===== src/rtl/mem_port_arbiter_pkg.sv =====
// Shared types and constants for the unified-memory port arbiter.
package mem_port_arbiter_pkg;

  typedef enum logic [1:0] {
    ARB_IDLE    = 2'd0,
    ARB_BUSY_IF = 2'd1,
    ARB_BUSY_D  = 2'd2
  } arb_state_e;

  localparam int          STARVE_MAX_DEF = 4;
  localparam int          STARVE_CW      = 4;
  localparam logic [3:0]  BE_NONE        = 4'b0000;

  // Byte enables only mean something on writes; reads always present BE_NONE.
  function automatic logic [3:0] txn_be(input logic we, input logic [3:0] be);
    return we ? be : BE_NONE;
  endfunction

endpackage


===== src/rtl/mem_port_arbiter_prio_sel.sv =====
// Winner select (D over IF) with a saturating starvation counter that forces an IF win.
module arb_prio_sel
  import mem_port_arbiter_pkg::*;
#(
  parameter int STARVE_MAX = STARVE_MAX_DEF
) (
  input  logic clk,
  input  logic rst,
  input  logic i_arb_en,
  input  logic i_if_req,
  input  logic i_d_req,
  output logic o_sel_if,
  output logic o_sel_d
);

  localparam logic [STARVE_CW-1:0] STARVE_TOP = STARVE_CW'(STARVE_MAX);

  logic [STARVE_CW-1:0] r_starve_cnt;
  logic                 w_force_if;

  assign w_force_if = i_if_req && (r_starve_cnt == STARVE_TOP);
  assign o_sel_d    = i_arb_en && i_d_req && !w_force_if;
  assign o_sel_if   = i_arb_en && i_if_req && !o_sel_d;

  // Only contested D wins count; an uncontested D grant leaves the count alone.
  always_ff @(posedge clk or negedge rst) begin
    if (!rst) begin
      r_starve_cnt <= '0;
    end else if (o_sel_if) begin
      r_starve_cnt <= '0;
    end else if (o_sel_d && i_if_req && (r_starve_cnt != STARVE_TOP)) begin
      r_starve_cnt <= r_starve_cnt + 1'b1;
    end
  end

endmodule


===== src/rtl/mem_port_arbiter.sv =====
// Shares one single-ported variable-latency memory between the IF and D ports,
// one transaction outstanding at a time, D preferred with a starvation guard for IF.
//
//  state        | meaning
//  ARB_IDLE     | no transaction, arbitrate every cycle
//  ARB_BUSY_IF  | IF read on the memory, re-arbitrate when m_ready
//  ARB_BUSY_D   | D read/write on the memory, re-arbitrate when m_ready
module mem_port_arbiter
  import mem_port_arbiter_pkg::*;
#(
  parameter int AW         = 10,
  parameter int DW         = 32,
  parameter int STARVE_MAX = STARVE_MAX_DEF
) (
  input  logic          clk,
  input  logic          rst,
  input  logic          if_req,
  input  logic [AW-1:0] if_addr,
  output logic          if_gnt,
  output logic          if_rvalid,
  output logic [DW-1:0] if_rdata,
  input  logic          d_req,
  input  logic          d_we,
  input  logic [3:0]    d_be,
  input  logic [AW-1:0] d_addr,
  input  logic [DW-1:0] d_wdata,
  output logic          d_gnt,
  output logic          d_rvalid,
  output logic [DW-1:0] d_rdata,
  output logic          m_req,
  output logic          m_we,
  output logic [3:0]    m_be,
  output logic [AW-1:0] m_addr,
  output logic [DW-1:0] m_wdata,
  input  logic          m_ready,
  input  logic [DW-1:0] m_rdata
);

  arb_state_e    r_state;
  logic          r_m_req;
  logic          r_m_we;
  logic [3:0]    r_m_be;
  logic [AW-1:0] r_m_addr;
  logic [DW-1:0] r_m_wdata;
  logic          r_if_rvalid;
  logic [DW-1:0] r_if_rdata;
  logic          r_d_rvalid;
  logic [DW-1:0] r_d_rdata;

  logic w_busy;
  logic w_arb_en;
  logic w_sel_if;
  logic w_sel_d;
  logic w_done_if;
  logic w_done_d;

  assign w_busy    = (r_state == ARB_BUSY_IF) || (r_state == ARB_BUSY_D);
  assign w_done_if = (r_state == ARB_BUSY_IF) && m_ready;
  assign w_done_d  = (r_state == ARB_BUSY_D) && m_ready;
  // Grants are combinational, so they are also held off while reset is asserted.
  assign w_arb_en  = rst && (!w_busy || m_ready);

  arb_prio_sel #(
    .STARVE_MAX (STARVE_MAX)
  ) u_prio_sel (
    .clk      (clk),
    .rst      (rst),
    .i_arb_en (w_arb_en),
    .i_if_req (if_req),
    .i_d_req  (d_req),
    .o_sel_if (w_sel_if),
    .o_sel_d  (w_sel_d)
  );

  always_ff @(posedge clk or negedge rst) begin
    if (!rst) begin
      r_state     <= ARB_IDLE;
      r_m_req     <= 1'b0;
      r_m_we      <= 1'b0;
      r_m_be      <= BE_NONE;
      r_m_addr    <= '0;
      r_m_wdata   <= '0;
      r_if_rvalid <= 1'b0;
      r_if_rdata  <= '0;
      r_d_rvalid  <= 1'b0;
      r_d_rdata   <= '0;
    end else begin
      r_if_rvalid <= w_done_if;
      r_d_rvalid  <= w_done_d;
      if (w_done_if) begin
        r_if_rdata <= m_rdata;
      end
      if (w_done_d && !r_m_we) begin
        r_d_rdata <= m_rdata;
      end

      case (r_state)
        ARB_IDLE, ARB_BUSY_IF, ARB_BUSY_D: begin
          if (w_arb_en) begin
            if (w_sel_d) begin
              r_state   <= ARB_BUSY_D;
              r_m_req   <= 1'b1;
              r_m_we    <= d_we;
              r_m_be    <= txn_be(d_we, d_be);
              r_m_addr  <= d_addr;
              r_m_wdata <= d_we ? d_wdata : '0;
            end else if (w_sel_if) begin
              r_state   <= ARB_BUSY_IF;
              r_m_req   <= 1'b1;
              r_m_we    <= 1'b0;
              r_m_be    <= BE_NONE;
              r_m_addr  <= if_addr;
              r_m_wdata <= '0;
            end else begin
              r_state   <= ARB_IDLE;
              r_m_req   <= 1'b0;
              r_m_we    <= 1'b0;
              r_m_be    <= BE_NONE;
              r_m_addr  <= '0;
              r_m_wdata <= '0;
            end
          end
        end
        default: begin
          r_state <= ARB_IDLE;
          r_m_req <= 1'b0;
        end
      endcase
    end
  end

  assign if_gnt    = w_sel_if;
  assign d_gnt     = w_sel_d;
  assign if_rvalid = r_if_rvalid;
  assign if_rdata  = r_if_rdata;
  assign d_rvalid  = r_d_rvalid;
  assign d_rdata   = r_d_rdata;
  assign m_req     = r_m_req;
  assign m_we      = r_m_we;
  assign m_be      = r_m_be;
  assign m_addr    = r_m_addr;
  assign m_wdata   = r_m_wdata;

endmodule


===== config.mk =====
export PLATFORM = sky130hd
export DESIGN_NAME = mem_port_arbiter
export DESIGN_NICKNAME = d
export VERILOG_FILES = /design/src/rtl/mem_port_arbiter_pkg.sv /design/src/rtl/mem_port_arbiter_prio_sel.sv /design/src/rtl/mem_port_arbiter.sv
export SDC_FILE = /design/constraint.sdc
export NUM_CORES = 1
export LEC_CHECK = 0
export ABC_AREA = 1
export CAP_MARGIN = 20
export CORE_MARGIN = 10
export CORE_UTILIZATION = 40
export CTS_BUF_LIST = sky130_fd_sc_hd__clkbuf_4
export DETAILED_ROUTE_END_ITERATION = 10
export PLACE_DENSITY = 0.77
export SYNTH_ARGS = -nofsm -noshare
export SYNTH_HDL_FRONTEND = slang
export SYNTH_SLANG_ARGS = --single-unit

===== constraint.sdc =====
create_clock -name clk -period 2.15 [get_ports clk]
set_input_delay 0.43 -clock clk [delete_from_list [all_inputs] [get_ports clk]]
set_output_delay 0.43 -clock clk [all_outputs]
set_load 0.01 [all_outputs]

==> results of run 1 <==
[flip-flops by register name, summed over array words and instances, names as in the netlist]
register                 count
d_rdata                     32
d_rvalid                     1
if_rdata                    32
if_rvalid                    1
m_addr                      10
m_be                         4
m_req                        1
m_wdata                     32
m_we                         1
r_state                      2
u_prio_sel.r_starve_cnt      4
[cells in the mapped netlist]
cell	count	area (µm²)
nand3_2	1	10.0
o21ai_1	32	160
ha_1	5	62.6
buf_6	12	135
nand2_2	2	12.5
xor2_1	2	17.5
nand3b_1	36	270
o21ai_0	35	175
buf_2	13	65.1
inv_2	2	7.51
buf_4	1	7.51
a31oi_1	1	6.26
or2_1	1	6.26
dfrtp_1	120	3000
o22ai_1	1	6.26
nor2_1	2	7.51
nor2_4	2	22.5
nand3_1	18	90.1
inv_1	47	176
clkbuf_1	9	33.8
nor3_2	1	10.0
nand4_1	20	125
nor3_4	1	16.3
nand2_1	195	732
[final cells by class]
cell class / count / area [µm²]
clock inverter: 13 / 136
tap: 172 / 215
multi-input combinational: 355 / 1770
timing repair buffer: 228 / 2260
inverter: 49 / 186
sequential: 120 / 3000
clock buffer: 18 / 135
fill: 1086 / 4910
[timing repair]
action	4_1_cts	5_1_grt
resized for setup	17	7
buffers inserted	4	2
hold buffers	1	0
hold endpoints to repair	1	0
endpoints found under the setup margin	2	4
pin swaps	4	3
[stage by stage]
stage | instance area [µm²] | power (mW) | setup slack [ns]
6_report | 7710 | 8.58 | 0.0511
4_1_cts | 7680 | 8.68 | -0.00369
2_1_floorplan | 5160 | 4.88 | 0.462
3_5_place_dp | 7340 | 6.97 | -0.193
5_1_grt | 7710 | 9.14 | -0.0612
3_3_place_gp | 7340 | 6.85 | -0.182
[routing by layer]
| layer | wire length [µm] | share of wire (%) |
|---|---|---|
| met5 | 0 | 0 |
| met4 | 376 | 2.4 |
| met3 | 1660 | 10 |
| met2 | 7350 | 46 |
| met1 | 6520 | 41 |
[worst max path at each step]
| stage | startpoint | to | slack (ns) | depth (start not counted) |
|---|---|---|---|---|
| after floorplan | r_state[0] | d_gnt | 0.46 | 7 |
| after global placement | m_ready | d_gnt | -0.18 | 6 |
| after global routing | r_state[1] | if_gnt | -0.06 | 6 |
| final | r_state[1] | if_gnt | 0.05 | 6 |
| after CTS | r_state[1] | d_gnt | -0.004 | 6 |
| after detailed placement | m_ready | d_gnt | -0.19 | 6 |
[cell families (layout without fill, tap and decap cells)]
kind of cell | count (synthesis) | after routing | synth area share, %
AND/OR/NAND/NOR | 279 | 279 | 25.2
flip-flops | 120 | 120 | 58.2
buffers and inverters | 84 | 308 | 8.25
AO/OA/AOI/OAI | 69 | 69 | 6.74
adder cells (fa/ha/maj) | 5 | 5 | 1.21
XOR/XNOR | 2 | 2 | 0.340
[worst reg2reg max path: stages (launching register included)]
cell      delay, ns
dfrtp_1        0.42
ha_4           0.30
inv_1          0.05
nand2_2        0.08
buf_4          0.11
nand2_2        0.07
nor2_4         0.12
buf_4          0.37
nand3b_1       0.15
nand2_1        0.09
[report_power, final]
part / internal (mW) / leakage [nW] / total, mW / switching, mW
Combinational: 1.88 / 2.01 / 3.52 / 1.64
Sequential: 3.01 / 1.55 / 3.44 / 0.434
Clock: 0.784 / 0.149 / 1.61 / 0.830
==> qor_table.md, run 1 <==
| Step | Item | Value |
|---|---|---|
| setup path | Crit-path max cell delay | 0.42 ns |
| cells and area | Post-synthesis to final-layout area growth | 49.5% |
| setup path | Max FO, Critical Path | 2 |
| floorplan | Starting density of the core | 40.9% |
| timing | RSZ-0062 raised after global routing | yes |
| setup path | Arrival time at the worst endpoint | 1.67 ns |
| clock tree | Clock Tree Buf Depth | 2 |
| setup path | Worst flop-to-flop path endpoint | m_wdata[31] |
| timing | Smallest hold slack | 0.0957 ns |
| flow run | Number of max-cap violations | 0 |
| yosys | Number of library cell types mapped by synthesis | 24 |
| setup path | CP top delay family | flip-flops |
| yosys | Count of synthesis-stage warnings from yosys | 0 |
| floorplan | Number of top-level design ports | 210 |
| route | Detailed-router iteration count before antenna repair | 5 |
| place | Final HPWL DP | 11300 µm |
| timing | Period Utilization, post-route | 97.6% |
| clock tree | Total clock buffers created by CTS | 17 |
| setup path | Launching point of the worst reg2reg path | r_state[1] |
| cells and area | Antenna diode count | 0 |
| cells and area | Share of final-layout standard cells stronger than drive strength 1 | 8.56% |
| route | Detailed-route wire length per cell | 16.7 µm |
| yosys | Post-synthesis sequential area ratio | 58.2% |
| clock tree | Clock latency reported for the late side of the worst-skew pair | 0.53 ns |
| setup path | Crit path capture type | output pin |
| route | Number of vias in the routed layout | 4621 |
| timing | Number of setup violations in the final report | 0 |
| timing | Sum of negative setup slack | 0 ns |
| floorplan | Chip width | 134 µm |
| cells and area | Finished Layout Cells | 955 |
| timing | Max Clock Freq | 0.476 GHz |
| clock tree | Clock transition at the register clock pins on the worst setup and hold paths after CTS | 0.10 ns |
| floorplan | Die Y-Extent | 134 µm |
| yosys | Syn_area_per_cell | 9.23 µm² |
| grt | GRT Overall Usage | 17.7% |
| floorplan | Standard-cell row count | 41 |
| setup path | Critical setup path kind | reg -> out |
| grt | Wire length of the first global-routing pass | 25600 µm |
| route | Number of nets with antenna violations after detailed routing | 0 |
| place | Routability congestion estimate from global placement | 0.817 |
| setup path | Reg2reg setup slack | 0.34 ns |
| route | DR iter-0 viols | 309 |
| status | Outcome | finished, final reports clean |
| setup path | WP data required | 1.72 ns |
| route | Total wire length after detailed routing | 15900 µm |
| clock tree | Max H-tree Level | 4 |
| grt | Vias in the first global route | 4901 |
| yosys | Post-Synthesis Cells | 559 |
| grt | Global Route met2 Usage | 28.0% |
| timing | Final worst clock skew | 0.0123 ns |
| power and ir drop | VDD IR-drop max | 0.000380 V |
| cells and area | Final nets | 870 |
| setup path | FF-to-FF path depth | 9 |
| grt | Gr ovfl total | 0 |
| timing | Worst slew pin tran | 0.823 ns |
| cells and area | Share of the core filled with cells | 61.1% |
| clock tree | Buffer type at the clock tree root | clkbuf_4 |
| setup path | Crit path cell chain | ha_4, nor2_4, nor3_4, nand2_2, inv_2, buf_6 |
| yosys | Number of nets produced by synthesis | 658 |
| grt | Grt met1 use | 20.2% |
| timing | Worst relative slew slack | 45.2% |
| grt | Met3 routing resource usage after global routing | 8.23% |
| route | Vias per inst | 4.84 |
| floorplan | CORE AREA | 12600 µm² |
| timing | Number of hold-slack violations in the final timing report | 0 |
| yosys | Post-synthesis instance area | 5160 µm² |
| hold path | Worst hold path type | in -> async |
| grt | Initial antenna violation count | 0 |
| power and ir drop | Pleak | 3.71 nW |
| place | Port buffer count | 209 |
| timing | Post-route minimum period | 2.10 ns |
| setup path | Critical Path Start Type | register |
| grt | Global-route layer with the greatest usage | met2 |
| cells and area | Highest-count cells in the layout ignoring fill and taps | 206 x clkdlybuf4s50_1, 193 x nand2_1, 120 x dfrtp_1 |
| cells and area | Most common cell after layout, fill and taps aside | clkdlybuf4s50_1 |
| floorplan | Die ar. | 17800 µm² |
| place | Inst Count DP | 917 |
| setup path | Worst path buffer plus inverter count | 2 |
| grt | Largest net degree at the start of global routing | 66 |
| power and ir drop | Power density over the cells | 1110 nW/µm² |
| yosys | Synthesis-stage register bit count | 120 |
| route | Final routed DRC violation total | 0 |
| timing | Number of pins with negative max-slew slack in the final report | 0 |
| clock tree | Clock tree from TritonCTS | built |
| setup path | Cell with the biggest individual delay on the critical path | dfrtp_1 |
| clock tree | Clock tree sinks | 120 |
Note: power is estimated with default switching activity, not from simulation.
==> run 2, diff against run 1 <==
==> constraint.sdc (replaced) <==
create_clock -name clk -period 2 [get_ports clk]
set_input_delay 0.4 -clock clk [delete_from_list [all_inputs] [get_ports clk]]
set_output_delay 0.4 -clock clk [all_outputs]
set_load 0.01 [all_outputs]
==> qor_table.md, run 2 (synthesized netlist as in run 1, its figures left out) <==
| Step | Item | Value |
|---|---|---|
| grt | GRT Overall Usage | 17.6% |
| setup path | Crit-path max cell delay | 0.42 ns |
| grt | Vias in the first global route | 4889 |
| place | Final HPWL DP | 11500 µm |
| floorplan | CORE AREA | 12600 µm² |
| setup path | FF-to-FF path depth | 8 |
| place | Post-detailed-placement cell area | 7420 µm² |
| cells and area | Share of the core filled with cells | 61.9% |
| floorplan | Number of top-level design ports | 210 |
| clock tree | Clock tree from TritonCTS | built |
| setup path | Max FO, Critical Path | 2 |
| cells and area | Antenna diode count | 0 |
| cells and area | Highest-count cells in the layout ignoring fill and taps | 206 x clkdlybuf4s50_1, 193 x nand2_1, 120 x dfrtp_1 |
| clock tree | Clock latency reported for the late side of the worst-skew pair | 0.52 ns |
| setup path | Crit path capture type | output pin |
| place | Routability congestion estimate from global placement | 0.817 |
| timing | Final worst-path setup slack | -0.0456 ns |
| clock tree | Buffer type at the clock tree root | clkbuf_4 |
| timing | Number of pins with negative max-slew slack in the final report | 0 |
| setup path | Critical Path Start Type | register |
| hold path | End point of the worst hold path | m_req |
| place | Setup slack after placement | -0.258 ns |
| timing | Period Utilization, post-route | 102% |
| flow run | Number of max-cap violations | 0 |
| grt | Wire length of the first global-routing pass | 25500 µm |
| hold path | Worst hold path type | in -> reg |
| timing | Number of setup violations in the final report | 2 |
| power and ir drop | VDD IR-drop max | 0.000443 V |
| grt | Initial antenna violation count | 0 |
| timing | Max Clock Freq | 0.489 GHz |
| clock tree | Max H-tree Level | 4 |
| cells and area | Final std cell area, no fill | 7810 µm² |
| cells and area | Most common cell after layout, fill and taps aside | clkdlybuf4s50_1 |
| hold path | Hold Path Origin | rst |
| cells and area | Number of fillers in the final layout | 1078 |
| cells and area | Post-synthesis to final-layout area growth | 51.4% |
| setup path | Critical setup path kind | reg -> out |
| timing | Number of hold-slack violations in the final timing report | 0 |
| setup path | Cell with the biggest individual delay on the critical path | dfrtp_1 |
| place | Inst Count DP | 925 |
| route | Final routed DRC violation total | 0 |
| floorplan | Standard-cell row count | 41 |
| route | DR iter-0 viols | 272 |
| route | Detailed-route wire length per cell | 16.3 µm |
| route | Vias per inst | 4.84 |
| floorplan | Chip width | 134 µm |
| grt | Largest net degree at the start of global routing | 68 |
| route | Detailed-router iteration count before antenna repair | 5 |
| route | Total wire length after detailed routing | 15700 µm |
| clock tree | Clock tree sinks | 120 |
| timing | Post-route minimum period | 2.05 ns |
| floorplan | Starting density of the core | 40.9% |
| timing | RSZ-0062 raised after global routing | yes |
| status | Outcome | finished, violations left |
| route | Number of nets with antenna violations after detailed routing | 0 |
| status | Violated checks | negative setup slack |
| setup path | Worst flop-to-flop path endpoint | u_prio_sel.r_starve_cnt[1] |
| timing | Final worst clock skew | 0.0166 ns |
| power and ir drop | Power density over the cells | 1210 nW/µm² |
| setup path | Reg2reg setup slack | 0.23 ns |
| cells and area | Final nets | 875 |
| power and ir drop | Pleak | 3.77 nW |
| setup path | Launching point of the worst reg2reg path | r_state[1] |
| timing | Worst relative slew slack | 60.0% |
| route | Number of vias in the routed layout | 4655 |
| cells and area | Share of final-layout standard cells stronger than drive strength 1 | 9.76% |
| setup path | Crit path cell chain | ha_4, inv_1, nand2_2, nand3_2, nor2_4, buf_6 |
| setup path | Arrival time at the worst endpoint | 1.65 ns |
| floorplan | Die Y-Extent | 134 µm |
| hold path | Number of instances on the worst hold path | 3 |
| timing | Worst slew pin tran | 0.597 ns |
| setup path | WP data required | 1.60 ns |
| floorplan | Die ar. | 17800 µm² |
| clock tree | Clock transition at the register clock pins on the worst setup and hold paths after CTS | 0.10 ns |
| cells and area | Finished Layout Cells | 961 |
| grt | Gr ovfl total | 0 |
| clock tree | Total clock buffers created by CTS | 17 |
| place | Port buffer count | 209 |
| clock tree | Clock Tree Buf Depth | 2 |
| timing | Sum of negative setup slack | -0.0779 ns |
-- run 2: worst max-delay path: cells and delay by family (launching register included) --
kind,cells,cell delay [ns]
adders and majority gates,1,0.29
buffers and inverters,2,0.17
DFF,1,0.42
and+or+nand+nor,3,0.26
-- run 2: timing repair --
| action | 4_1_cts | 5_1_grt |
|---|---|---|
| setup endpoints to repair | 2 | 34 |
| gates resized for setup | 16 | 7 |
| endpoints found under the hold margin | 53 | 0 |
| buffers inserted | 2 | 1 |
| pin swaps | 3 | 2 |
| hold buffers | 1 | 0 |
-- run 2: metal layers --
metal | up-vias | part of all wire [%] | global-route usage (%)
met5 | - | 0 | 0
met4 | 0 | 1.2 | 4.84
met3 | 16 | 10 | 8.83
met2 | 189 | 47 | 28.0
met1 | 2218 | 42 | 20.5
li1 | 2232 | - | -
-- run 2: worst max-delay path by stage --
stage / end / startpoint / slack, ns
CTS: d_gnt / r_state[1] / -0.10
floorplan: d_gnt / r_state[0] / 0.34
global placement: d_gnt / m_ready / -0.27
detailed placement: d_gnt / m_ready / -0.26
global route: if_gnt / u_prio_sel.r_starve_cnt[1] / -0.23
finish: d_gnt / r_state[1] / -0.05
-- run 2: final cells by class --
class	instances	area [µm²]	share of cell area, %
well taps	172	215	2.76
clock inverters	14	181	2.32
flip-flops and latches	120	3000	38.4
inverters	49	184	2.35
repair buffers	233	2330	29.9
clock buffers	18	135	1.73
multi-input cells	355	1760	22.5
-- run 2: power by group --
group / internal [mW] / leakage [nW] / total, mW / switching (mW)
Clock: 0.994 / 0.169 / 1.90 / 0.905
Sequential: 3.23 / 1.55 / 3.70 / 0.466
Combinational: 2.06 / 2.04 / 3.83 / 1.77
-- run 2: through the flow --
stage / power (mW) / hold slack [ns]
2_1_floorplan: 5.25 / 0.104
3_3_place_gp: 7.44 / 0.449
3_5_place_dp: 7.56 / 0.461
4_1_cts: 9.54 / 0.217
5_1_grt: 10.1 / 0.205
6_report: 9.43 / 0.265
